`src/rtl/fft_peak_search.sv`:
```
// FFT output peak search: per-frame max-power bin, mean power, overflow flag and detect.
// Define FFT_PEAK_ADAPTIVE_EN for a detect threshold relative to mean power (else fixed THRESH_PWR).
module fft_peak_search #(
  parameter int          POINTS       = 256,
  parameter int          DATA_BITS    = 32,
  parameter int          THRESH_SHIFT = 3,
  parameter logic [31:0] THRESH_PWR   = 32'h0010_0000
) (
  input  logic                       CLK,
  input  logic                       NGRST,
  input  logic                       CLEAR,
  input  logic [DATA_BITS-1:0]       DATAI_RE,
  input  logic [DATA_BITS-1:0]       DATAI_IM,
  input  logic                       DATAI_VALID,
  input  logic                       OVFLOW_IN,
  output logic                       BUSY,
  output logic                       PEAK_VALID,
  output logic [$clog2(POINTS)-1:0]  PEAK_BIN,
  output logic [31:0]                PEAK_PWR,
  output logic [31:0]                MEAN_PWR,
  output logic                       PEAK_OVF,
  output logic                       DETECT
);

  localparam int BIN_W = $clog2(POINTS);
  localparam int SUM_W = 32 + BIN_W;
  localparam logic [BIN_W-1:0] LAST_BIN = BIN_W'(POINTS - 1);

  typedef enum logic {IDLE, ACCUM} state_t;

  state_t             r_state;
  logic               r_busy;
  logic [BIN_W-1:0]   r_bin_cnt;
  logic               r_s1_vld, r_s1_ovf, r_s2_vld, r_s2_ovf;
  logic [BIN_W-1:0]   r_s1_bin, r_s2_bin;
  logic [31:0]        r_s1_sq_re, r_s1_sq_im, r_s2_pwr;
  logic [31:0]        r_max;
  logic [BIN_W-1:0]   r_max_bin;
  logic               r_ovf;
  logic               r_peak_valid, r_peak_ovf, r_detect;
  logic [BIN_W-1:0]   r_peak_bin;
  logic [31:0]        r_peak_pwr;

  logic signed [15:0] w_re16, w_im16;
  logic signed [31:0] w_sq_re, w_sq_im;
  logic               w_accum_nxt, w_s1_vld_nxt, w_s2_vld_nxt;
  logic               w_first;
  logic [31:0]        w_max_nxt;
  logic [BIN_W-1:0]   w_bin_nxt;
  logic               w_ovf_nxt, w_detect_nxt;

  // Only the top 16 bits of each component contribute; |x| <= 2^15 keeps re^2+im^2 <= 2^31.
  assign w_re16  = DATAI_RE[DATA_BITS-1 -: 16];
  assign w_im16  = DATAI_IM[DATA_BITS-1 -: 16];
  assign w_sq_re = 32'(w_re16) * 32'(w_re16);
  assign w_sq_im = 32'(w_im16) * 32'(w_im16);

  assign w_s1_vld_nxt = DATAI_VALID & ~CLEAR;
  assign w_s2_vld_nxt = r_s1_vld & ~CLEAR;
  assign w_accum_nxt  = ~CLEAR & (DATAI_VALID ? (r_bin_cnt != LAST_BIN) : (r_state == ACCUM));

  // NOTE: every clocked block uses non-blocking (<=) so all flops sample pre-edge values.
  always_ff @(posedge CLK or negedge NGRST) begin
    if (!NGRST) begin
      r_state   <= IDLE;
      r_busy    <= 1'b0;
      r_bin_cnt <= '0;
    end else begin
      r_state <= w_accum_nxt ? ACCUM : IDLE;
      r_busy  <= w_accum_nxt | w_s1_vld_nxt | w_s2_vld_nxt;
      if (CLEAR)            r_bin_cnt <= '0;
      else if (DATAI_VALID) r_bin_cnt <= r_bin_cnt + BIN_W'(1);
    end
  end

  always_ff @(posedge CLK or negedge NGRST) begin
    if (!NGRST) begin
      r_s1_vld   <= 1'b0;
      r_s1_ovf   <= 1'b0;
      r_s1_bin   <= '0;
      r_s1_sq_re <= '0;
      r_s1_sq_im <= '0;
      r_s2_vld   <= 1'b0;
      r_s2_ovf   <= 1'b0;
      r_s2_bin   <= '0;
      r_s2_pwr   <= '0;
    end else begin
      r_s1_vld   <= w_s1_vld_nxt;
      r_s1_ovf   <= OVFLOW_IN;
      r_s1_bin   <= r_bin_cnt;
      r_s1_sq_re <= $unsigned(w_sq_re);
      r_s1_sq_im <= $unsigned(w_sq_im);
      r_s2_vld   <= w_s2_vld_nxt;
      r_s2_ovf   <= r_s1_ovf;
      r_s2_bin   <= r_s1_bin;
      r_s2_pwr   <= r_s1_sq_re + r_s1_sq_im;
    end
  end

  // A bin-0 tag restarts the statistics, so back-to-back frames need no gap.
  // NOTE: defaults first in always_comb so no path leaves a variable unassigned (no latch).
  always_comb begin
    w_first   = (r_s2_bin == '0);
    w_max_nxt = r_max;
    w_bin_nxt = r_max_bin;
    if (w_first || (r_s2_pwr > r_max)) begin
      w_max_nxt = r_s2_pwr;
      w_bin_nxt = r_s2_bin;
    end
    w_ovf_nxt = r_s2_ovf | (~w_first & r_ovf);
  end

`ifdef FFT_PEAK_ADAPTIVE_EN
  logic [SUM_W-1:0] r_sum, w_sum_nxt;
  logic [31:0]      r_mean_pwr, w_mean_nxt;
  logic             w_unused_cfg;

  assign w_sum_nxt    = (w_first ? '0 : r_sum) + SUM_W'(r_s2_pwr);
  assign w_mean_nxt   = w_sum_nxt[SUM_W-1:BIN_W];
  assign w_detect_nxt = 40'(w_max_nxt) > (40'(w_mean_nxt) << THRESH_SHIFT);
  assign MEAN_PWR     = r_mean_pwr;
  assign w_unused_cfg = ^{THRESH_PWR, w_sum_nxt[BIN_W-1:0]};

  always_ff @(posedge CLK or negedge NGRST) begin
    if (!NGRST) begin
      r_sum      <= '0;
      r_mean_pwr <= '0;
    end else if (r_s2_vld && !CLEAR) begin
      r_sum <= w_sum_nxt;
      if (r_s2_bin == LAST_BIN) r_mean_pwr <= w_mean_nxt;
    end
  end
`else
  logic w_unused_cfg;

  assign w_detect_nxt = w_max_nxt > THRESH_PWR;
  assign MEAN_PWR     = '0;
  assign w_unused_cfg = ^THRESH_SHIFT;
`endif

  if (DATA_BITS > 16) begin : g_lsb
    logic w_unused_lsb;
    assign w_unused_lsb = ^{DATAI_RE[DATA_BITS-17:0], DATAI_IM[DATA_BITS-17:0]};
  end

  always_ff @(posedge CLK or negedge NGRST) begin
    if (!NGRST) begin
      r_max        <= '0;
      r_max_bin    <= '0;
      r_ovf        <= 1'b0;
      r_peak_valid <= 1'b0;
      r_peak_bin   <= '0;
      r_peak_pwr   <= '0;
      r_peak_ovf   <= 1'b0;
      r_detect     <= 1'b0;
    end else begin
      r_peak_valid <= 1'b0;
      if (r_s2_vld && !CLEAR) begin
        r_max     <= w_max_nxt;
        r_max_bin <= w_bin_nxt;
        r_ovf     <= w_ovf_nxt;
        if (r_s2_bin == LAST_BIN) begin
          r_peak_valid <= 1'b1;
          r_peak_bin   <= w_bin_nxt;
          r_peak_pwr   <= w_max_nxt;
          r_peak_ovf   <= w_ovf_nxt;
          r_detect     <= w_detect_nxt;
        end
      end
    end
  end

  assign BUSY       = r_busy;
  assign PEAK_VALID = r_peak_valid;
  assign PEAK_BIN   = r_peak_bin;
  assign PEAK_PWR   = r_peak_pwr;
  assign PEAK_OVF   = r_peak_ovf;
  assign DETECT     = r_detect;

endmodule

```
`config.mk`:
```
export PLATFORM = sky130hd
export DESIGN_NAME = fft_peak_search
export DESIGN_NICKNAME = d
export VERILOG_FILES = /design/src/rtl/fft_peak_search.sv
export SDC_FILE = /design/constraint.sdc
export NUM_CORES = 2
export LEC_CHECK = 0
export BUFFER_PORTS_ARGS = -buffer_cell sky130_fd_sc_hd__clkbuf_2
export CAP_MARGIN = 30
export CORE_MARGIN = 1
export CORE_UTILIZATION = 32
export DETAILED_ROUTE_END_ITERATION = 12
export GPL_TIMING_DRIVEN = 0
export HOLD_SLACK_MARGIN = 0.1
export PLACE_DENSITY = 0.59
export SETUP_SLACK_MARGIN = 0.15
export SLEW_MARGIN = 30
export SYNTH_ARGS = -nofsm -noshare
export SYNTH_HDL_FRONTEND = slang
export SYNTH_SLANG_ARGS = --single-unit
```
`constraint.sdc`:
```
create_clock -name CLK -period 3.3 [get_ports CLK]
set_clock_uncertainty 0.2 [all_clocks]
set_input_delay 0.825 -clock CLK [delete_from_list [all_inputs] [get_ports CLK]]
set_output_delay 0.825 -clock CLK [all_outputs]
set_load 0.01 [all_outputs]
```
==> metrics.md <==
| Metric | Value |
|---|---|
| Die ar. | `85400 um2` |
| Die Width | `roughly 290 um` |
| Worst reg2reg endpoint | `r_max[28]` |
| Global route overflow | `0` |
| Final min period | `6260 ps` |
| Max-slew headroom | `0.650` |
| Initial antenna violation count | `0` |
| DPL Wire Length | `50400 um` |
| CP max stage delay | `about 570 ps` |
| Setup CP Type | `primary input to flop` |
| Worst Tran Pin Value | `between 500 and 600 ps` |
| Critical Path Source Type | `primary input` |
| Gr usage total | `0.150` |
| Via count | `18722` |
| Highest-delay cell along the critical path | `fa_2` |
| CTS Sinks | `208` |
| CORE AREA | `83600 um2` |
| Number of global-route vias before repair | `20045` |
| Worst min path class | `flop to flop` |
| # fillers | `8073` |
| Worst EP arrival | `6490 ps` |
| First-pass GRT wire length | `103000 um` |
| Commonest cells in the netlist | `inv_1 (692), fa_1 (470), ha_1 (240)` |
| Synth Register Bits | `208` |
| Buf/Inv on CP | `6` |
| Pre-antenna DRT Iters | `5` |
| Clk_lat worst skew | `540 ps` |
| Crit path required time | `3530 ps` |
| CP Cell Sequence | `buf_12, and2_4, buf_6, fa_1, inv_2, fa_2, fa_2, inv_2, fa_2, fa_1, fa_1, ha_1, buf_8, o21a_1, o21ai_2, o22ai_2, a21oi_4, a311oi_2, buf_4, a21o_1, a31o_2, a21oi_2, xnor2_2` |
| IO Pins | `145` |
| # port buffers | `78` |
| Max Cap Viol | `0` |
| Synthesized instance count | `2731` |
| Setup violations, final | `52` |
| Synth warn | `0` |
| Max clock buf depth | `3` |
| Fin Setup TNS | `-115990 ps` |
| Yosys top cell by area | `fa_1` |
| R2R Setup Slk | `~180 ps` |
| Pin count of the biggest net entering global routing | `80` |
| Wirelength per Cell | `between 15 and 20 um` |
| Cells on Worst Hold Path | `0` |
| Async SR Flop Fraction | `1.00` |
| Worst Setup SP | `DATAI_RE[22]` |
| End of the critical path | `r_s1_sq_re[31]` |
| Fin. Hold Viols | `0` |
| Post-DR vias/cell | `roughly 4.5` |
| Root buffer cell | `clkbuf_16` |
| Failing checks | `negative setup slack` |
| Syn-to-layout area delta | `26.6%` |
| CP endpoint kind | `flop` |
| Crit Path Max Fanout | `6` |
| DRC Markers | `0` |
| Total CTS buffers | `23` |
| Pre-CTS setup slack | `-3980 ps` |
| Setup WS post-layout | `-2960 ps` |
| Layout cells sized above 1 | `0.251` |
| Cell family contributing the most delay on the critical path | `adder cells` |
| Initial DRC Count | `slightly below 700` |
| Register area share after synthesis | `0.193` |
| FMAX | `0.160 GHz` |
| Reg2Reg Launch Point | `r_max[13]` |
| Nets | `3838` |
| Share of the synthesized area in the top cell type | `0.349` |
| Row count | `106` |
| Predominant post-synthesis flop cell | `dfrtp_1` |
| Crit path depth | `23` |
| # diodes | `0` |
| Ranking of synthesized cells by area | `fa_1 (35%), dfrtp_1 (19%), ha_1 (11%)` |
| Clock transition at path regs | `60 ps` |
| Final Cycle Share | `1.90` |
| Status | `complete, but fails checks` |
| Post-synth EDFFs | `0` |
| Hold_ws | `142 ps` |
| Die Y | `292 um` |
| CTS tree | `yes` |
| Unique cell type count in the Yosys netlist | `64` |
| Routability cong. | `0.855` |
| Syn Std Cell Area | `27000 um2` |
| CTS H-tree lvls | `1` |
| Count leader, synth | `inv_1` |
| Final wirelength | `62500 um` |
| Starting Density | `0.323` |
| Remaining antenna violation count after routing | `0` |
| Syn Area/Cell | `a little under 10 um2` |
| Pins over their slew limit | `0` |
| Worst R2R Path Depth | `13` |
| RSZ-0062 raised after global routing | `yes` |
-- placed cells by master (no fill, tap or decap), types with 50 or more instances in the layout --
master and count:
ha_1 185, dfrtp_1 203, inv_1 638, fa_1 441, clkbuf_2 52, xnor2_1 75, clkbuf_16 55, nor2_1 79
ha_4 50, and2_1 61, nand2_1 190, buf_4 183, o21ai_0 58
-- metal layers --
| layer | global-route usage | up-vias | wire length [um] |
|---|---|---|---|
| met5 | 0 | - | 0 |
| met2 | 0.266 | 268 | 31700 |
| met1 | 0.199 | 9485 | 27800 |
| li1 | - | 8898 | - |
| met4 | 0.0287 | 0 | 1240 |
| met3 | 0.0154 | 71 | 1780 |
-- timing repair --
| action | in CTS | in global routing |
|---|---|---|
| setup endpoints to repair | 95 | 134 |
| hold buffers | 1 | 0 |
| buffers inserted | 129 | 59 |
| resized for setup | 288 | 145 |
| pin swaps | 145 | 97 |
| gates cloned | 2 | 1 |
| hold endpoints to repair | 59 | 0 |
-- state kept, by name (all words and copies together), names as in the netlist, 8 cells and up --
name / cells
r_s1_sq_re: 31
r_s2_pwr: 32
PEAK_PWR: 32
PEAK_BIN: 8
r_max: 32
r_bin_cnt: 8
r_s1_sq_im: 31
r_s2_bin: 8
r_max_bin: 8
r_s1_bin: 8
-- cell type report --
type | instances | area, um2 | share of cell area
well taps | 1080 | 1350 | 0.0396
inverters | 693 | 2630 | 0.0771
plain buffers | 101 | 1330 | 0.0389
clock buffers | 32 | 639 | 0.0187
repair buffers | 272 | 2430 | 0.0713
multi-input cells | 1760 | 20400 | 0.599
flip-flops and latches | 208 | 5210 | 0.153
clock inverters | 7 | 86.3 | 0.00253
-- kinds of logic after synthesis --
group           Yosys count  synth area share
compound gates          293            0.0685
xor+xnor                117            0.0380
fa+ha+maj               710             0.460
buf+inv                 794             0.116
flops                   208             0.193
mux                      73            0.0302
other cells               1          0.000139
simple gates            535            0.0934
-- through the flow --
stage,instances,cell area (um2),util
after floorplan,2762,28200,-
after global placement,3920,29900,0.358
after detailed placement,3922,30000,0.359
after CTS,4093,33100,0.397
after global routing,4153,34100,0.408
final,4153,34100,0.408
-- worst min path at each step --
stage / slack [ps] / end / from
after floorplan: 130 / r_s2_bin[0] / r_s1_bin[0]
after global placement: 130 / r_s2_bin[2] / r_s1_bin[2]
after detailed placement: 130 / r_s2_bin[0] / r_s1_bin[0]
after CTS: 140 / r_s2_bin[1] / r_s1_bin[1]
after global routing: 150 / r_s2_bin[1] / r_s1_bin[1]
final: 140 / r_s2_bin[1] / r_s1_bin[1]
Power is left out: the tool's default activity adds up to more than one toggle a clock period on the data nets, which glitch-free logic cannot reach.
